**src/rtl/clip_queue.sv**
```systemverilog
// Frames AHB words into packed triangles, clips them against signed bounds,
// and queues accepted triangles in a show-ahead FIFO for the rasteriser.
module clip_queue #(
    parameter int                         COORD_W     = 16,
    parameter int                         COLOR_W     = 8,
    parameter int                         DEPTH       = 4,
    parameter logic signed [COORD_W-1:0]  XMIN        = COORD_W'(0),
    parameter logic signed [COORD_W-1:0]  XMAX        = COORD_W'(639),
    parameter logic signed [COORD_W-1:0]  YMIN        = COORD_W'(0),
    parameter logic signed [COORD_W-1:0]  YMAX        = COORD_W'(479),
    parameter logic signed [COORD_W-1:0]  ZMIN        = COORD_W'(0),
    parameter logic signed [COORD_W-1:0]  ZMAX        = COORD_W'(32767),
    parameter bit                         DROP_OOB    = 1'b1,
    parameter logic [31:0]                FRAME_START = 32'd0,
    parameter logic [31:0]                FRAME_END   = 32'd1
) (
    input  logic                         clk,
    input  logic                         rst,
    input  logic [31:0]                  ahb_buffer,
    input  logic                         ahb_data_available,
    output logic                         ahb_user_read_buffer,
    input  logic                         triangle_read,
    output logic [9*COORD_W-1:0]         triangle_vertices_out,
    output logic [3*COLOR_W-1:0]         triangle_color_out,
    output logic                         triangle_oob,
    output logic                         triangle_ready,
    output logic [$clog2(DEPTH):0]       fifo_count,
    output logic                         frame_active,
    output logic                         frame_done,
    output logic [15:0]                  drop_count
);

    localparam int VBITS   = 9 * COORD_W;
    localparam int CBITS   = 3 * COLOR_W;
    localparam int TBITS   = VBITS + CBITS;
    localparam int WORDS   = (TBITS + 31) / 32;
    localparam int SBITS   = 32 * WORDS;
    localparam int PTR_W   = $clog2(DEPTH);
    localparam int CNT_W   = PTR_W + 1;
    localparam int WCNT_W  = $clog2(WORDS) + 1;
    localparam int ENTRY_W = TBITS + 1;

    typedef enum logic [1:0] {
        S_IDLE,
        S_FRAME,
        S_COLLECT,
        S_CHECK
    } state_t;

    state_t              state_reg;
    logic [WCNT_W-1:0]   word_cnt_reg;
    logic [31:0]         word_reg [WORDS];
    logic                frame_active_reg;
    logic                frame_done_reg;
    logic [15:0]         drop_count_reg;

    logic [ENTRY_W-1:0]  mem [DEPTH];
    logic [PTR_W-1:0]    wr_ptr_reg;
    logic [PTR_W-1:0]    rd_ptr_reg;
    logic [CNT_W-1:0]    count_reg;

    logic                take;
    logic                store_first;
    logic                store_coll;
    logic [WORDS-1:0]    word_we;
    logic [SBITS-1:0]    stream;
    logic [8:0]          coord_oob;
    logic                oob;
    logic                drop_now;
    logic                fifo_empty;
    logic                fifo_full;
    logic                pop;
    logic                push;
    logic [ENTRY_W-1:0]  head;

    // Words are taken in every state except CHECK; reset masks the strobe.
    assign take        = !rst && ahb_data_available && (state_reg != S_CHECK);
    assign store_first = take && (state_reg == S_FRAME)
                         && (ahb_buffer != FRAME_END) && (ahb_buffer != FRAME_START);
    assign store_coll  = take && (state_reg == S_COLLECT);

    genvar gi;
    generate
        for (gi = 0; gi < WORDS; gi++) begin : g_word
            if (gi == 0) begin : g_first
                assign word_we[gi] = store_first || (store_coll && word_cnt_reg == '0);
            end else begin : g_rest
                assign word_we[gi] = store_coll && (word_cnt_reg == WCNT_W'(gi));
            end
            assign stream[gi*32 +: 32] = word_reg[gi];
        end

        if (SBITS > TBITS) begin : g_pad
            logic unused_pad;
            assign unused_pad = ^stream[SBITS-1:TBITS];
        end

        // Coordinate gi belongs to axis gi%3 (x, y, z) of vertex gi/3.
        for (gi = 0; gi < 9; gi++) begin : g_bound
            localparam int AXIS = gi % 3;
            localparam logic signed [COORD_W-1:0] LO =
                (AXIS == 0) ? XMIN : (AXIS == 1) ? YMIN : ZMIN;
            localparam logic signed [COORD_W-1:0] HI =
                (AXIS == 0) ? XMAX : (AXIS == 1) ? YMAX : ZMAX;
            logic signed [COORD_W-1:0] coord;
            assign coord         = stream[gi*COORD_W +: COORD_W];
            assign coord_oob[gi] = (coord < LO) || (coord > HI);
        end
    endgenerate

    assign oob        = |coord_oob;
    assign drop_now   = oob && DROP_OOB;
    assign fifo_empty = (count_reg == '0);
    assign fifo_full  = (count_reg == CNT_W'(DEPTH));
    assign pop        = triangle_read && !fifo_empty;
    assign push       = (state_reg == S_CHECK) && !drop_now && (!fifo_full || pop);

    always_ff @(posedge clk or posedge rst) begin
        if (rst) begin
            for (int i = 0; i < WORDS; i++) begin
                word_reg[i] <= '0;
            end
        end else begin
            for (int i = 0; i < WORDS; i++) begin
                if (word_we[i]) begin
                    word_reg[i] <= ahb_buffer;
                end
            end
        end
    end

    always_ff @(posedge clk or posedge rst) begin
        if (rst) begin
            state_reg        <= S_IDLE;
            word_cnt_reg     <= '0;
            frame_active_reg <= 1'b0;
            frame_done_reg   <= 1'b0;
            drop_count_reg   <= '0;
        end else begin
            frame_done_reg <= 1'b0;
            case (state_reg)
                S_IDLE: begin
                    if (take && ahb_buffer == FRAME_START) begin
                        state_reg        <= S_FRAME;
                        frame_active_reg <= 1'b1;
                        drop_count_reg   <= '0;
                    end
                end
                S_FRAME: begin
                    if (take) begin
                        if (ahb_buffer == FRAME_END) begin
                            state_reg        <= S_IDLE;
                            frame_active_reg <= 1'b0;
                            frame_done_reg   <= 1'b1;
                        end else if (ahb_buffer != FRAME_START) begin
                            word_cnt_reg <= WCNT_W'(1);
                            state_reg    <= (WORDS == 1) ? S_CHECK : S_COLLECT;
                        end
                    end
                end
                S_COLLECT: begin
                    if (take) begin
                        word_cnt_reg <= word_cnt_reg + WCNT_W'(1);
                        if (word_cnt_reg == WCNT_W'(WORDS - 1)) begin
                            state_reg <= S_CHECK;
                        end
                    end
                end
                S_CHECK: begin
                    if (drop_now) begin
                        if (drop_count_reg != 16'hFFFF) begin
                            drop_count_reg <= drop_count_reg + 16'd1;
                        end
                        state_reg <= S_FRAME;
                    end else if (push) begin
                        state_reg <= S_FRAME;
                    end
                end
                default: state_reg <= S_IDLE;
            endcase
        end
    end

    // Storage needs no reset: an empty FIFO masks its outputs.
    always_ff @(posedge clk) begin
        if (push) begin
            mem[wr_ptr_reg] <= {oob, stream[TBITS-1:0]};
        end
    end

    always_ff @(posedge clk or posedge rst) begin
        if (rst) begin
            wr_ptr_reg <= '0;
            rd_ptr_reg <= '0;
            count_reg  <= '0;
        end else begin
            if (push) begin
                wr_ptr_reg <= wr_ptr_reg + PTR_W'(1);
            end
            if (pop) begin
                rd_ptr_reg <= rd_ptr_reg + PTR_W'(1);
            end
            if (push && !pop) begin
                count_reg <= count_reg + CNT_W'(1);
            end else if (pop && !push) begin
                count_reg <= count_reg - CNT_W'(1);
            end
        end
    end

    assign head                  = mem[rd_ptr_reg];
    assign triangle_vertices_out = fifo_empty ? '0 : head[VBITS-1:0];
    assign triangle_color_out    = fifo_empty ? '0 : head[TBITS-1:VBITS];
    assign triangle_oob          = fifo_empty ? 1'b0 : head[TBITS];
    assign triangle_ready        = !fifo_empty;
    assign fifo_count            = count_reg;
    assign ahb_user_read_buffer  = take;
    assign frame_active          = frame_active_reg;
    assign frame_done            = frame_done_reg;
    assign drop_count            = drop_count_reg;

endmodule

```
**config.mk**
```make
export PLATFORM = sky130hd
export DESIGN_NAME = clip_queue
export DESIGN_NICKNAME = d
export VERILOG_FILES = /design/src/rtl/clip_queue.sv
export SDC_FILE = /design/constraint.sdc
export NUM_CORES = 1
export LEC_CHECK = 0
export ABC_AREA = 1
export ABC_CLOCK_PERIOD_IN_PS = 28400
export CAP_MARGIN = 20
export CELL_PAD_IN_SITES_DETAIL_PLACEMENT = 0
export CELL_PAD_IN_SITES_GLOBAL_PLACEMENT = 1
export CORE_MARGIN = 5
export CORE_UTILIZATION = 30
export CTS_BUF_LIST = sky130_fd_sc_hd__clkbuf_4 sky130_fd_sc_hd__clkbuf_8
export DETAILED_ROUTE_END_ITERATION = 10
export PLACE_DENSITY_LB_ADDON = 0.1
export SLEW_MARGIN = 25
export SYNTH_ARGS = -nofsm -noshare
export SYNTH_HDL_FRONTEND = slang
export SYNTH_SLANG_ARGS = --single-unit
```
**constraint.sdc**
```tcl
create_clock -name clk -period 28.4 [get_ports clk]
set_input_delay 7.1 -clock clk [delete_from_list [all_inputs] [get_ports clk]]
set_output_delay 7.1 -clock clk [all_outputs]
set_load 0.01 [all_outputs]
```
==> results of run 1 <==
## worst max-delay path by stage
stage               cells after the start  slack [ns]                   end
detailed placement                      5       12.20  ahb_user_read_buffer
global placement                        5       12.19  ahb_user_read_buffer
finish                                  5       12.28  ahb_user_read_buffer
floorplan                               3        9.42  ahb_user_read_buffer
CTS                                     5       12.19  ahb_user_read_buffer
global route                            5       12.06  ahb_user_read_buffer
## metal layers
| layer | wire length, µm | up-vias |
|---|---|---|
| met3 | 6360 | 160 |
| met4 | 2100 | 0 |
| met5 | 0 | - |
| li1 | - | 10600 |
| met2 | 54200 | 627 |
| met1 | 49900 | 11500 |
## cells by family after synthesis
kind of cell             Yosys count  synth area share (%)
AO/OA/AOI/OAI                    573                  8.33
multiplexers                      86                  2.79
buffers and inverters            237                  2.76
XOR/XNOR                          17                 0.429
AND/OR/NAND/NOR                 1074                  12.2
flip-flops                       875                  72.9
adder cells (fa/ha/maj)           16                 0.599
## metrics by stage
step	util, %	hold slack, ns	std cells	worst slack [ns]
2_1_floorplan	-	0.469	2878	9.42
3_3_place_gp	33.8	0.479	4508	12.19
3_5_place_dp	33.8	0.496	4509	12.20
4_1_cts	36.7	0.498	4805	12.19
5_1_grt	36.7	0.517	4807	12.06
6_report	36.7	0.494	4809	12.28
## final cells by class
type	instances	area share, %
multi-input combinational	1766	20.2
antenna	3	0.0178
clock buffer	250	7.11
timing repair buffer	281	6.54
clock inverter	46	0.764
tap	1512	4.50
sequential	875	60.1
inverter	76	0.770
## cell usage in the layout (no fill, tap or decap), types with 2 or more instances in the layout
cell type,synthesis,final
a21oi_1,201,201
buf_12,0,3
buf_16,0,2
buf_2,25,4
buf_4,7,45
buf_6,1,4
bufinv_16,0,3
clkbuf_4,0,72
clkbuf_8,0,178
clkdlybuf4s50_1,0,223
clkinv_1,0,21
clkinv_2,1,11
clkinvlp_4,0,6
dfrtp_1,199,197
dfrtp_4,0,2
diode_2,0,3
edfxtp_1,676,676
ha_1,15,15
inv_1,71,70
inv_6,0,4
inv_8,0,5
mux2_1,6,6
mux2_2,80,80
nand2_1,188,188
nand2_2,2,2
nand3_1,73,72
nand4_1,11,11
nor2_1,781,777
nor2_2,3,2
nor2_4,5,10
nor3_1,4,4
o21ai_0,368,368
or2_2,2,2
xnor2_1,5,5
xor2_1,12,12
## worst max-delay path: cells and delay by family
kind / cells / cell delay [ns]
buf+inv: 4 / 1.70
simple gates: 1 / 0.19
## power groups by stage
stage,Combinational [µW],Clock (µW),Sequential [µW]
floorplan,651,0,1410
global placement,1310,0,1460
detailed placement,1320,0,1460
CTS,1320,1270,1430
global route,1430,1320,1420
finish,1300,1230,1420
==> qor.csv, run 1 <==
stage;metric;value;unit
clock_network;H-tree depth;4;
global_routing;overall routing resource usage;18.1;%
critical_path;slowest cell on the critical path;clkdlybuf4s50_1;
critical_path;crit path cell chain;clkdlybuf4s50_1, inv_8, nand3_4, inv_1, clkdlybuf4s50_1;
critical_path;FF-to-FF End;mem[0][97];
logic_synthesis;fraction of registers with async set/reset;22.7;%
logic_synthesis;Post-Synthesis Cells;2878;
detailed_routing;DRC;0;
critical_path;crit end category;primary output;
critical_path;Worst Reg-to-Reg Cells;10;
floorplanning;Die ar.;123000;µm²
clock_network;Clock Pin Slew Worst Setup and Hold Paths;0.06;ns
sta;Slew headroom;25.7;%
detailed_routing;Routed WL;113;mm
logic_synthesis;Top FF cell, synth;edfxtp_1;
detailed_routing;TritonRoute pass-1 iters;5;
clock_network;clock sink count;875;
logic_synthesis;Synth cell types;37;
run_status;run status;finished clean;
clock_network;Max Buffers Root-to-Sink;3;
floorplanning;core box area;115000;µm²
sta;maximum clock rate;0.0620;GHz
global_routing;first-pass GRT wire length;161;mm
min_path;HP Class;register to register;
final_layout;fillers;11000;
min_path;WHS Endpoint;mem[2][40];
critical_path;crit path DAT;9.02;ns
clock_network;CTS Buf Count;158;
detailed_routing;Initial DRC Count;1645;
critical_path;Worst setup SP type;input pin;
global_routing;GR Layer Usage met2;30.1;%
placed_design;port bufs;227;
power;Cell Int Power;2580;µW
sta;Worst-Margin Slew;1.12;ns
final_layout;area grow syn2layout;21.3;%
floorplanning;die height;350;µm
placed_design;Area after DPL;38700;µm²
critical_path;crit path max fanout;67;
power;Sw Pwr;1360;µW
global_routing;largest net degree at the start of global routing;193;
sta;unrepaired setup endpoints after global routing;false;
logic_synthesis;mapped cell area;34700;µm²
sta;Final Max Slew Viols;0;
clock_network;post_cts resized;0;
floorplanning;num ports;228;
sta;clock skew;0.0382;ns
final_layout;Largest register FFs;676;
logic_synthesis;count leader, synth;nor2_1;
job;max_cap viols;0;
logic_synthesis;EDFF count, synth;676;
final_layout;layout cells sized above 1;13.4;%
sta;final period utilization;56.8;%
final_layout;storage element area;25300;µm²
critical_path;Worst R2R Setup Slack;23.42;ns
critical_path;RR Startpoint;g_bound[2].coord[15];
critical_path;Top cell by count, worst path;clkdlybuf4s50_1;
global_routing;met1 GRT Util;24.4;%
global_routing;met3 Track Usage GR;3.67;%
logic_synthesis;flops & latches, synth;875;
logic_synthesis;post-synthesis sequential area ratio;72.9;%
final_layout;cell area after layout;42100;µm²
power;PwrDens;93.7;nW/µm²
detailed_routing;vias;22900;
clock_network;hold-fix buffers at CTS;0;
floorplanning;# rows;124;
critical_path;Worst Path Required;21.30;ns
detailed_routing;Wirelength per Cell;23.4;µm
clock_network;TritonCTS clock tree;done;
detailed_routing;vias per cell;4.77;
sta;sum of negative setup slack;0;ns
global_routing;GRT overflow;0;
final_layout;Biggest register;mem;
power;Overall Power;3940;µW
logic_synthesis;top cell type's share of synthesized area;58.5;%
placed_design;detailed placement HPWL;61.3;mm
final_layout;Layout Nets;3210;
power;combinational share of power;32.9;%
power;switching share of power;34.5;%
critical_path;Setup crit start;rst;
detailed_routing;final antenna-violating net count;0;
clock_network;root buffer cell;clkbuf_8;
logic_synthesis;Synth warnings;0;
global_routing;initial antenna violation count;14;
critical_path;Setup CP Type;input pin to primary output;
sta;Final min period;16.12;ns
logic_synthesis;Mapped Nets;2930;
power;sequential share of power;35.9;%
global_routing;vias in the first global route;23000;
min_path;hold depth;0;
logic_synthesis;Post-synth top cells;nor2_1, edfxtp_1, o21ai_0;
power;LEAKAGE;0.0160;µW
floorplanning;Starting Density;30.3;%
sta;Fin. Hold Viols;0;
min_path;hold wc startpoint;g_bound[2].coord[8];
logic_synthesis;Yosys top cell by area;edfxtp_1;
clock_network;setup bufs post-CTS;0;
final_layout;area of the multi-input gates;8500;µm²
logic_synthesis;Syn Area/Cell;12.1;µm²
power;clock share of power;31.2;%
floorplanning;die width;350;µm
critical_path;max incr delay on CP;0.59;ns
logic_synthesis;largest cells by area after synthesis;edfxtp_1, dfrtp_1, nor2_1;
clock_network;clk_lat worst skew;0.82;ns
power;maximum VDD drop;0.000124;V
sta;final setup vio count;0;
global_routing;global route hottest layer;met2;
placed_design;GPL Wtd Cong;0.739;
No activity file was read; power rests on OpenSTA's default activity.
==> inputs of run 2 (changes only) <==
- ABC_CLOCK_PERIOD_IN_PS: 28400 -> 14900
- clock period: 28.4 -> 14.9 ns (I/O delays scaled with it)
==> run 2 against run 1 <==
Effect of this change: clock-buffer cell count increased by 4; largest power group unchanged; non-clock buffer count decreased by 5; register-to-register slack got worse by 14 ns; highest routed layer unchanged.
==> qor.csv, run 2 (synthesized netlist as in run 1, its figures left out) <==
stage;metric;value;unit;change
critical_path;crit path cell chain;clkdlybuf4s50_1, inv_8, nand3_4, inv_1, clkdlybuf4s50_1;;
floorplanning;Starting Density;30.3;%;unchanged
sta;clock skew;0.0375;ns;-0.000697 ns
floorplanning;num ports;228;;unchanged
critical_path;Worst Path Required;11.18;ns;-10.12 ns
power;switching share of power;34.4;%;-0.11 points
clock_network;clock sink count;875;;unchanged
sta;final setup vio count;0;;unchanged
detailed_routing;vias;22800;;-0.50%
critical_path;max incr delay on CP;0.60;ns;about the same
power;Sw Pwr;2570;µW;+89%
critical_path;Crit path max-delay family;buffers and inverters;;
min_path;hold depth;0;;unchanged
critical_path;crit path buf inv count;4;;unchanged
detailed_routing;Routed WL;111;mm;-1.2%
final_layout;Biggest register;mem;;
floorplanning;die width;350;µm;unchanged
sta;final period utilization;64.1;%;
placed_design;detailed placement HPWL;61.2;mm;-0.19%
critical_path;Setup CP Type;input pin to primary output;;
clock_network;hold-fix buffers at CTS;0;;unchanged
power;Cell Int Power;4900;µW;+90%
sta;sum of negative setup slack;0;ns;unchanged
clock_network;CTS Buf Count;155;;-1.9%
clock_network;Clock Pin Slew Worst Setup and Hold Paths;0.06;ns;about the same
power;combinational share of power;33.1;%;+0.2 points
clock_network;post_cts resized;0;;unchanged
sta;unrepaired setup endpoints after global routing;false;;
run_status;run status;finished clean;;
power;maximum VDD drop;0.000179;V;+44%
clock_network;setup bufs post-CTS;0;;unchanged
detailed_routing;vias per cell;4.75;;-0.27%
power;PwrDens;178;nW/µm²;+90%
detailed_routing;TritonRoute pass-1 iters;5;;unchanged
floorplanning;# rows;124;;unchanged
placed_design;port bufs;227;;unchanged
final_layout;most common cell after layout, fill and taps aside;nor2_1;;
placed_design;GPL Wtd Cong;0.738;;-0.14%
sta;Final Max Slew Viols;0;;unchanged
min_path;HP Class;register to register;;
final_layout;layout cells sized above 1;13.5;%;+0.071 points
global_routing;GRT overflow;0;;unchanged
critical_path;Worst Reg-to-Reg Cells;10;;unchanged
global_routing;first-pass GRT wire length;159;mm;-0.79%
final_layout;Largest register FFs;676;;unchanged
global_routing;vias in the first global route;23100;;+0.69%
global_routing;overall routing resource usage;18.0;%;-0.11 points
final_layout;area grow syn2layout;21.0;%;
power;LEAKAGE;0.0160;µW;-0.11%
final_layout;fillers;11100;;+0.34%
floorplanning;die height;350;µm;unchanged
critical_path;crit end category;primary output;;
final_layout;storage element area;25300;µm²;unchanged
detailed_routing;final antenna-violating net count;0;;unchanged
critical_path;FF-to-FF End;mem[3][133];;
clock_network;root buffer cell;clkbuf_8;;
floorplanning;Die ar.;123000;µm²;unchanged
global_routing;largest net degree at the start of global routing;148;;-23%
clock_network;Max Buffers Root-to-Sink;3;;unchanged
final_layout;most frequent cells in the layout;nor2_1, edfxtp_1, o21ai_0, clkdlybuf4s50_1, a21oi_1;;
min_path;hold wc startpoint;g_bound[5].coord[10];;
sta;Final min period;9.56;ns;
clock_network;TritonCTS clock tree;done;;
min_path;WHS Endpoint;mem[0][90];;
clock_network;H-tree depth;4;;unchanged
detailed_routing;Wirelength per Cell;23.2;µm;-0.98%
sta;Worst-Margin Slew;1.10;ns;-0.0118 ns
sta;maximum clock rate;0.105;GHz;
critical_path;crit path DAT;5.83;ns;-3.19 ns
detailed_routing;DRC;0;;unchanged
final_layout;Layout Nets;3202;;-0.25%
global_routing;initial antenna violation count;14;;unchanged
job;max_cap viols;0;;unchanged
final_layout;area of the multi-input gates;8500;µm²;unchanged
critical_path;slowest cell on the critical path;inv_8;;
power;clock share of power;30.9;%;-0.3 points
floorplanning;core box area;115000;µm²;unchanged
critical_path;Worst R2R Setup Slack;9.73;ns;-13.69 ns
sta;Fin. Hold Viols;0;;unchanged
critical_path;Top cell by count, worst path;clkdlybuf4s50_1;;
critical_path;RR Startpoint;g_bound[2].coord[15];;
critical_path;crit path max fanout;93;;+39%
sta;Worst Hold Slack;0.479;ns;-0.0151 ns
clock_network;clk_lat worst skew;0.82;ns;about the same
sta;Slew headroom;26.2;%;+0.55 points
critical_path;Worst setup SP type;input pin;;
power;sequential share of power;36.1;%;+0.2 points
detailed_routing;Initial DRC Count;1531;;-6.9%
run 2: cell count changes in the layout (fill, tap and decap cells not counted), sizes merged:
cell | before | now
clkdlybuf4s50 | 223 | 222
clkinvlp | 6 | 3
bufinv | 3 | 1
buf | 58 | 54
clkbuf | 250 | 254
inv | 81 | 84
diode | 3 | 2
clkinv | 32 | 25
run 2: worst reg2reg max path, delay by kind of cell, from the launching register on:
kind,cells,cell delay [ns]
simple gates,7,2.34
buf+inv,3,1.93
flops,1,0.48
run 2: how the worst max path moves through the flow:
stage          from                   end  slack (ns)  cells after the start
4_1_cts         rst  ahb_user_read_buffer        5.26                      5
3_5_place_dp    rst  ahb_user_read_buffer        5.27                      5
3_3_place_gp    rst  ahb_user_read_buffer        5.30                      5
2_1_floorplan   rst  ahb_user_read_buffer        2.67                      3
5_1_grt         rst  ahb_user_read_buffer        5.15                      5
6_report        rst  ahb_user_read_buffer        5.34                      5
run 2: per-stage QoR:
stage	worst slack (ns)	utilization, %	total power, µW	instances	area, µm²
final	5.34	36.6	7470	4798	42000
after global routing	5.15	36.6	7920	4797	42000
after CTS	5.26	36.6	7640	4796	42000
after detailed placement	5.27	33.7	5280	4505	38700
after global placement	5.30	33.7	5270	4504	38700
after floorplan	2.67	-	3940	2878	34700
run 2: final cells by class:
cell class | count | share of cell area [%]
antenna | 2 | 0.0119
clock buffer | 254 | 7.24
clock inverter | 37 | 0.584
inverter | 76 | 0.760
multi-input combinational | 1766 | 20.3
sequential | 875 | 60.2
tap | 1512 | 4.51
timing repair buffer | 276 | 6.39
run 2: power groups by stage:
| stage | logic (µW) | registers, µW | clock network (µW) |
|---|---|---|---|
| 2_1_floorplan | 1240 | 2690 | 0 |
| 3_3_place_gp | 2520 | 2750 | 0 |
| 3_5_place_dp | 2540 | 2750 | 0 |
| 4_1_cts | 2550 | 2700 | 2390 |
| 5_1_grt | 2710 | 2700 | 2510 |
| 6_report | 2470 | 2700 | 2310 |
run 2: routing by layer:
| metal | GRT usage (%) | wire (µm) |
|---|---|---|
| met5 | 0 | 0 |
| met2 | 30.0 | 53300 |
| met3 | 3.59 | 5620 |
| met1 | 23.7 | 49400 |
| met4 | 5.90 | 2970 |
